### src/rtl/multicycle_ctrl_fsm.sv
// Main control FSM of the multicycle RV32I core: sequences fetch, decode and
// execute over the shared datapath, stalling on the memory-ready handshake.
module multicycle_ctrl_fsm #(
    parameter bit MEM_WAIT_EN = 1'b1
) (
    input  logic       clk,
    input  logic       rst_n,
    input  logic [6:0] op,
    input  logic       zero,
    input  logic       mem_ready,
    output logic       adr_src,
    output logic       ir_write,
    output logic [1:0] alu_src_a,
    output logic [1:0] alu_src_b,
    output logic [1:0] alu_op,
    output logic [1:0] result_src,
    output logic       pc_write,
    output logic       reg_write,
    output logic       mem_write,
    output logic       instr_retired,
    output logic       illegal_instr,
    output logic [3:0] state_dbg
);

    typedef enum logic [3:0] {
        S_FETCH    = 4'd0,
        S_DECODE   = 4'd1,
        S_MEMADR   = 4'd2,
        S_MEMREAD  = 4'd3,
        S_MEMWB    = 4'd4,
        S_MEMWRITE = 4'd5,
        S_EXECUTER = 4'd6,
        S_EXECUTEI = 4'd7,
        S_ALUWB    = 4'd8,
        S_BEQ      = 4'd9,
        S_JAL      = 4'd10,
        S_ILLEGAL  = 4'd11
    } state_t;

    localparam logic [6:0] OP_LW   = 7'b0000011;
    localparam logic [6:0] OP_SW   = 7'b0100011;
    localparam logic [6:0] OP_R    = 7'b0110011;
    localparam logic [6:0] OP_I    = 7'b0010011;
    localparam logic [6:0] OP_BEQ  = 7'b1100011;
    localparam logic [6:0] OP_JAL  = 7'b1101111;

    state_t     state_r;
    state_t     next_s;
    logic       ready_s;
    logic       adr_src_s;
    logic       ir_write_s;
    logic [1:0] alu_src_a_s;
    logic [1:0] alu_src_b_s;
    logic [1:0] alu_op_s;
    logic [1:0] result_src_s;
    logic       pc_update_s;
    logic       branch_s;
    logic       reg_write_s;
    logic       mem_write_s;
    logic       retired_s;
    logic       illegal_s;

    assign ready_s = MEM_WAIT_EN ? mem_ready : 1'b1;

    // State register; reset aborts whatever instruction is in flight.
    always_ff @(posedge clk or negedge rst_n) begin
        if (!rst_n) begin
            state_r <= S_FETCH;
        end else begin
            state_r <= next_s;
        end
    end

    // Next-state and Moore output decode (mem_ready gating is the only input term).
    always_comb begin
        next_s       = S_FETCH;
        adr_src_s    = 1'b0;
        ir_write_s   = 1'b0;
        alu_src_a_s  = 2'b00;
        alu_src_b_s  = 2'b00;
        alu_op_s     = 2'b00;
        result_src_s = 2'b00;
        pc_update_s  = 1'b0;
        branch_s     = 1'b0;
        reg_write_s  = 1'b0;
        mem_write_s  = 1'b0;
        retired_s    = 1'b0;
        illegal_s    = 1'b0;
        case (state_r)
            S_FETCH: begin
                alu_src_b_s  = 2'b10;
                result_src_s = 2'b10;
                ir_write_s   = ready_s;
                pc_update_s  = ready_s;
                next_s       = ready_s ? S_DECODE : S_FETCH;
            end
            S_DECODE: begin
                // Branch target OldPC+imm is parked in ALUOut here.
                alu_src_a_s = 2'b01;
                alu_src_b_s = 2'b01;
                case (op)
                    OP_LW, OP_SW: next_s = S_MEMADR;
                    OP_R:         next_s = S_EXECUTER;
                    OP_I:         next_s = S_EXECUTEI;
                    OP_BEQ:       next_s = S_BEQ;
                    OP_JAL:       next_s = S_JAL;
                    default:      next_s = S_ILLEGAL;
                endcase
            end
            S_MEMADR: begin
                alu_src_a_s = 2'b10;
                alu_src_b_s = 2'b01;
                if (op == OP_SW) begin
                    next_s = S_MEMWRITE;
                end else begin
                    next_s = S_MEMREAD;
                end
            end
            S_MEMREAD: begin
                adr_src_s = 1'b1;
                next_s    = ready_s ? S_MEMWB : S_MEMREAD;
            end
            S_MEMWB: begin
                result_src_s = 2'b01;
                reg_write_s  = 1'b1;
                retired_s    = 1'b1;
                next_s       = S_FETCH;
            end
            S_MEMWRITE: begin
                adr_src_s   = 1'b1;
                mem_write_s = 1'b1;
                retired_s   = ready_s;
                next_s      = ready_s ? S_FETCH : S_MEMWRITE;
            end
            S_EXECUTER: begin
                alu_src_a_s = 2'b10;
                alu_op_s    = 2'b10;
                next_s      = S_ALUWB;
            end
            S_EXECUTEI: begin
                alu_src_a_s = 2'b10;
                alu_src_b_s = 2'b01;
                alu_op_s    = 2'b10;
                next_s      = S_ALUWB;
            end
            S_ALUWB: begin
                reg_write_s = 1'b1;
                retired_s   = 1'b1;
                next_s      = S_FETCH;
            end
            S_BEQ: begin
                alu_src_a_s = 2'b10;
                alu_op_s    = 2'b01;
                branch_s    = 1'b1;
                retired_s   = 1'b1;
                next_s      = S_FETCH;
            end
            S_JAL: begin
                // Link value OldPC+4 goes to ALUOut while PC takes the target.
                alu_src_a_s = 2'b01;
                alu_src_b_s = 2'b10;
                pc_update_s = 1'b1;
                next_s      = S_ALUWB;
            end
            S_ILLEGAL: begin
                illegal_s = 1'b1;
                next_s    = S_ILLEGAL;
            end
            default: begin
                next_s = S_FETCH;
            end
        endcase
    end

    // Strobes are forced low while reset is held, since FETCH alone would raise ir_write.
    assign adr_src       = adr_src_s;
    assign alu_src_a     = alu_src_a_s;
    assign alu_src_b     = alu_src_b_s;
    assign alu_op        = alu_op_s;
    assign result_src    = result_src_s;
    assign ir_write      = rst_n & ir_write_s;
    assign pc_write      = rst_n & (pc_update_s | (branch_s & zero));
    assign reg_write     = rst_n & reg_write_s;
    assign mem_write     = rst_n & mem_write_s;
    assign instr_retired = rst_n & retired_s;
    assign illegal_instr = rst_n & illegal_s;
    assign state_dbg     = state_r;

endmodule
### config.mk
export PLATFORM = sky130hd
export DESIGN_NAME = multicycle_ctrl_fsm
export DESIGN_NICKNAME = d
export VERILOG_FILES = /design/src/rtl/multicycle_ctrl_fsm.sv
export SDC_FILE = /design/constraint.sdc
export NUM_CORES = 1
export LEC_CHECK = 0
export ABC_AREA = 1
export CAP_MARGIN = 40
export CORE_UTILIZATION = 33
export DETAILED_ROUTE_END_ITERATION = 16
export MAX_ROUTING_LAYER = met4
export PLACE_DENSITY = 0.75
export REMOVE_ABC_BUFFERS = 1
export SYNTH_ARGS = -nofsm -noshare
export SYNTH_HDL_FRONTEND = slang
export SYNTH_SLANG_ARGS = --single-unit
### constraint.sdc
create_clock -name clk -period 1.2 [get_ports clk]
set_clock_uncertainty 0.1 [all_clocks]
set_input_delay 0.3 -clock clk [delete_from_list [all_inputs] [get_ports clk]]
set_output_delay 0.3 -clock clk [all_outputs]
set_load 0.02 [all_outputs]
==> results of run 1 <==
==> per-layer routing <==
metal | vias up | global-route usage, % | part of all wire (%)
met1 | 336 | 34.9 | 45
met5 | - | - | 0
met2 | 20 | 39.1 | 51
met4 | 0 | 9.68 | 0
li1 | 402 | - | -
met3 | 0 | 3.19 | 3.5
==> power breakdown <==
group / switching, mW / internal [mW]
sequential: 0.135 / 0.207
combinational: 1.11 / 1.02
clock: 0.0537 / 0.112
total: 1.30 / 1.34
==> layout by cell type (no fill, tap or decap), types with 2 or more instances in the layout <==
cell type | synthesis | layout
clkbuf_4 | 0 | 3
nand3_1 | 12 | 10
nand2_4 | 0 | 2
nor2_4 | 3 | 4
buf_2 | 0 | 5
buf_4 | 0 | 31
a31oi_1 | 2 | 2
dfrtp_2 | 0 | 4
nand2_1 | 20 | 18
buf_6 | 1 | 8
inv_1 | 13 | 12
nand3_2 | 0 | 2
nand4_1 | 2 | 2
nor2_2 | 0 | 3
clkdlybuf4s50_1 | 0 | 10
nor2_1 | 16 | 12
nand2_2 | 4 | 4
inv_2 | 6 | 7
==> worst max path at each step <==
| stage | startpoint | to | depth (start not counted) |
|---|---|---|---|
| 6_report | state_dbg[3] | alu_src_b[0] | 5 |
| 2_1_floorplan | state_dbg[1] | instr_retired | 5 |
| 5_1_grt | state_dbg[3] | instr_retired | 6 |
| 3_5_place_dp | mem_ready | pc_write | 4 |
| 3_3_place_gp | mem_ready | pc_write | 4 |
| 4_1_cts | state_dbg[1] | pc_write | 6 |
==> repair_timing <==
action,4_1_cts,5_1_grt
hold buffers,0,0
gates resized for setup,102,19
buffers inserted,1,4
endpoints found under the setup margin,23,23
pin swaps,3,4
cloned,0,0
==> worst register-to-register path, delay by kind of cell, from the launching register on <==
| kind | cells | cell delay (ns) |
|---|---|---|
| buffers and inverters | 4 | 0.46 |
| DFF | 1 | 0.47 |
| and+or+nand+nor | 3 | 0.31 |
==> area by class of cell <==
type	count	area [µm²]	area share (%)
Sequential cell	4	105	10.1
Multi-Input combinational cell	67	375	36.1
Timing Repair Buffer	54	448	43.0
Tap cell	15	18.8	1.80
Clock buffer	3	22.5	2.16
Inverter	19	71.3	6.85
==> cell families after synthesis <==
family / count (synthesis) / synth area share (%)
simple gates: 59 / 54.7
buf+inv: 20 / 16.2
compound gates: 8 / 9.56
flops: 4 / 19.6
==> metrics by stage <==
step / setup TNS, ns / worst slack [ns]
after global routing: -10.33 / -0.667
after floorplan: -5.44 / -0.578
after detailed placement: -14.07 / -0.965
after CTS: -8.67 / -0.561
after global placement: -13.45 / -0.917
final: -8.61 / -0.589
==> out/results.ini, run 1 <==
[route]
vias = 758
ant_nets = 0
firstDrtPassIters = 4
drt-total-wl_um = 1900
initialDrtViolationCount = 27
post_drt_wl_per_cell_um = 11.7
drc = 0
via_per_inst = 4.68

[sta]
hold_viol = 0
drv_slew = 0
tightest_slew_ns = 0.227
hold_ws_ns = 0.259
fin_crit_sh_pct = 149
worst_slack_ns = -0.589
rsz0062_at_grt = true
relSlewSlack_pct = 84.8
setup_viol = 23
max_freq_mhz = 559
period_minus_slack_ns = 1.79

[setup_path]
worstPathCellList = inv_2, nand2_2, buf_4, o211ai_1, buf_4
cp_max_fo = 5
path_buf_inv = 3
cp_common_cell = buf_4
reg2reg_from = state_dbg[0]
r2r_slack_ns = -0.28
max_stage_delay_ns = 0.46
r2r_cells = 7
cp_slowest_cell = dfrtp_2
worstPathRequired_ns = 0.80
cp_top_family = flip-flops
end_kind = output pin
cp-start-kind = register
worstPathArrival_ns = 1.39
r2r_end = state_dbg[1]
path_class = register to output pin

[floorplan]
die_w_um = 41.3
ios = 30
rows = 13
core-area_mm2 = 0.00137
dieArea_mm2 = 0.00171
die_y_um = 41.3
initial_core_util_pct = 37.4

[synth]
synth_most_common_cell = nand2_1
synth_top_area_share_pct = 19.6
synth-edff-count = 0
synth_seq_cells = 4
synthTopCellsByCount = nand2_1, nor2_1, inv_1
ys_async_sr_fraction_pct = 100
avgSynthCellArea_um2 = 5.61
synth_top_cell_by_area = dfrtp_1
syn_inst = 91
ys_warn_count = 0
ys_seq_area_share_pct = 19.6
syn_area_um2 = 510
synth_area_leaders = dfrtp_1, nand2_1, nand3_1
ys_types = 18
ys.flop_type = dfrtp_1

[finish]
syn_to_final_growth_pct = 104
largest_reg_flops = 4
nFillCells = 97
fin_util_pct = 76.2
drive_gt1_share_pct = 51.0
stdcell_count = 162
fin_nets = 160
post-route-cell-area_mm2 = 0.00104
diodes = 0

[clock_network]
cts_tree = yes
h-tree-depth = 1
cts_made_buffers = 3
clock_latency_ns = 0.23
cts_buffer_depth = 2
cts.sinks = 4
cts_root_buf = clkbuf_4
path_clk_slew_ns = 0.04

[placement]
place_congestion = 0.899
place_area_um2 = 958
port_buffers = 29
dp_hpwl_um = 1460
dp.cells = 154

[global_route]
antenna_found_initial = 0
grt_max_degree = 7
grt_pass1_vias = 664
grt_use_total_pct = 25.8
grt_pass1_wl_um = 2820
overflow = 0

[power_and_ir_drop]
ir_drop_mv = 1.30
power.total_mw = 2.64
power_density_mw_per_mm2 = 2540
p_leak_nw = 0.582

[run]
maxCapViolCount = 0

[worst_hold_path]
hold_path.class = input port to async pin

[outcome]
violations = negative setup slack
status = complete, but fails checks

Power figures use the tool's default switching activity.
==> inputs of run 2 (changes only) <==
--- a/config.mk
+++ b/config.mk
@@ -15,3 +15,4 @@
 export SYNTH_ARGS = -nofsm -noshare
 export SYNTH_HDL_FRONTEND = slang
 export SYNTH_SLANG_ARGS = --single-unit
+export TNS_END_PERCENT = 10
==> run 2 against run 1 <==
The run still ends with negative setup slack left. Clock power barely moved. Critical path type unchanged. Cell area rose by 0.72%. Register-to-register slack improved by 0.08 ns. Global-route usage is 0.68 points higher. Via count down 1.7%. Routed wire length fell by 1.7%.
==> out/results.ini, run 2 (synthesis results as in run 1) <==
[clock_network]
cts_buffer_depth = 2  ; unchanged
h-tree-depth = 1  ; unchanged
cts_made_buffers = 3  ; unchanged
cts_tree = yes  ; unchanged
cts_root_buf = clkbuf_4  ; unchanged
clock_latency_ns = 0.23  ; about the same
cts.sinks = 4  ; unchanged
path_clk_slew_ns = 0.04  ; about the same
hold_buffers = 0  ; unchanged

[setup_path]
r2r_end = state_dbg[1]  ; unchanged
worstPathCellList = buf_4, nand2_4, buf_4, o211ai_1, buf_4  ; was inv_2, nand2_2, buf_4, o211ai_1, buf_4
max_stage_delay_ns = 0.41  ; was 0.46 ns
r2r_slack_ns = -0.20  ; was -0.28 ns
reg2reg_from = state_dbg[1]  ; was state_dbg[0]
crit_start = state_dbg[2]  ; was state_dbg[3]
cp_max_fo = 5  ; unchanged
end_kind = output pin  ; unchanged
worstPathArrival_ns = 1.36  ; was 1.39 ns
path_buf_inv = 3  ; unchanged
cp_slowest_cell = dfrtp_2  ; unchanged
path_class = register to output pin  ; unchanged
cp_common_cell = buf_4  ; unchanged
worstPathRequired_ns = 0.80  ; about the same
cp_top_family = buffers and inverters  ; was flip-flops
cp-start-kind = register  ; unchanged
r2r_cells = 7  ; unchanged

[power_and_ir_drop]
power.total_mw = 2.59  ; was 2.64 mW
p_leak_nw = 0.574  ; was 0.582 nW
swShare_pct = 50.3  ; was 49.3%
ir_drop_mv = 1.31  ; was 1.30 mV
pwr-share-comb_pct = 80.2  ; was 80.8%
pwr-share-seq_pct = 13.3  ; was 13.0%
pwr-share-clk_pct = 6.4  ; was 6.3%
p_int_mw = 1.29  ; was 1.34 mW
power_density_mw_per_mm2 = 2470  ; was 2540 mW/mm²
p_sw_mw = 1.31  ; was 1.30 mW

[finish]
final_common_cell = buf_4  ; unchanged
drive_gt1_share_pct = 51.4  ; was 51.0%
diodes = 0  ; unchanged
regArea_um2 = 105  ; unchanged
fin_nets = 157  ; was 160
largest_reg_flops = 4  ; unchanged
stdcell_count = 159  ; was 162
multiInputGateArea_um2 = 398  ; was 375 µm²
syn_to_final_growth_pct = 105  ; was 104%
final_cell_mix = buf_4, nand2_1, inv_1, nor2_1, clkdlybuf4s50_1  ; was buf_4, nand2_1, inv_1, nor2_1
nFillCells = 107  ; was 97

[placement]
pre_cts_slack_ns = -0.965  ; unchanged
dp.cells = 154  ; unchanged
port_buffers = 29  ; unchanged
place_congestion = 0.899  ; unchanged
dp_hpwl_um = 1460  ; unchanged

[route]
ant_nets = 0  ; unchanged
via_per_inst = 4.69  ; was 4.68
vias = 745  ; was 758
initialDrtViolationCount = 23  ; was 27
firstDrtPassIters = 4  ; unchanged
post_drt_wl_per_cell_um = 11.8  ; was 11.7 µm
drt-total-wl_um = 1870  ; was 1900 µm
drc = 0  ; unchanged

[sta]
max_freq_mhz = 569  ; was 559 MHz
hold_viol = 0  ; unchanged
drv_slew = 0  ; unchanged
period_minus_slack_ns = 1.76  ; was 1.79 ns
rsz0062_at_grt = true  ; unchanged
worst_slack_ns = -0.557  ; was -0.589 ns
relSlewSlack_pct = 85.6  ; was 84.8%
tightest_slew_ns = 0.215  ; was 0.227 ns
final.setup.tns_ns = -8.05  ; was -8.61 ns
setup_viol = 23  ; unchanged
fin_crit_sh_pct = 146  ; was 149%

[global_route]
grt_max_degree = 7  ; unchanged
antenna_found_initial = 0  ; unchanged
grt_pass1_wl_um = 2900  ; was 2820 µm
grt_pass1_vias = 685  ; was 664
overflow = 0  ; unchanged
grt_use_total_pct = 26.5  ; was 25.8%

[run]
maxCapViolCount = 0  ; unchanged

[floorplan]
rows = 13  ; unchanged
ios = 30  ; unchanged
core-area_mm2 = 0.00137  ; unchanged
die_w_um = 41.3  ; unchanged
initial_core_util_pct = 37.4  ; unchanged
dieArea_mm2 = 0.00171  ; unchanged
die_y_um = 41.3  ; unchanged

[outcome]
violations = negative setup slack  ; unchanged
status = complete, but fails checks  ; unchanged

[worst_hold_path]
hold_path.class = input port to async pin  ; unchanged

## run 2: final cells by class
type	instances	area share, %
well taps	15	1.79
flip-flops and latches	4	10.0
inverters	19	7.28
repair buffers	51	40.8
clock buffers	3	2.15
multi-input cells	67	37.9
## run 2: power groups by stage
stage               combinational, mW  clock, mW  sequential [mW]
floorplan                       0.837          0            0.372
global placement                 1.89          0            0.291
detailed placement               1.93          0            0.298
CTS                              1.85      0.172            0.327
global route                     2.25      0.185            0.364
finish                           2.08      0.167            0.346
## run 2: layer usage
metal  vias to the layer above  global-route usage (%)  share of wire (%)
met5                         -                       -                  0
met4                         0                    9.68                  0
met3                         0                    3.19                3.3
met2                        20                    41.4                 50
met1                       327                    34.9                 47
li1                        398                       -                  -
## run 2: worst reg2reg max path, delay by kind of cell (launching register included)
kind                   cells  cell delay (ns)
DFF                        1             0.45
and+or+nand+nor            3             0.27
buffers and inverters      4             0.43
## run 2: how the worst max path moves through the flow
stage,end,slack [ns],cells after the start
floorplan,instr_retired,-0.58,5
global placement,pc_write,-0.92,4
detailed placement,pc_write,-0.97,4
CTS,pc_write,-0.56,6
global route,pc_write,-0.64,6
finish,alu_src_b[0],-0.56,5
## run 2: timing repair
item,4_1_cts,5_1_grt
setup buffers,0,2
setup endpoints to repair,23,23
pin swaps,3,6
resized for setup,96,29
## run 2: stage by stage
step	hold slack, ns	utilization (%)	instance area (µm²)
3_5_place_dp	0.506	70.1	958
5_1_grt	0.263	76.7	1050
6_report	0.258	76.7	1050
4_1_cts	0.256	69.2	946
3_3_place_gp	0.502	70.1	958
2_1_floorplan	-0.0956	-	499
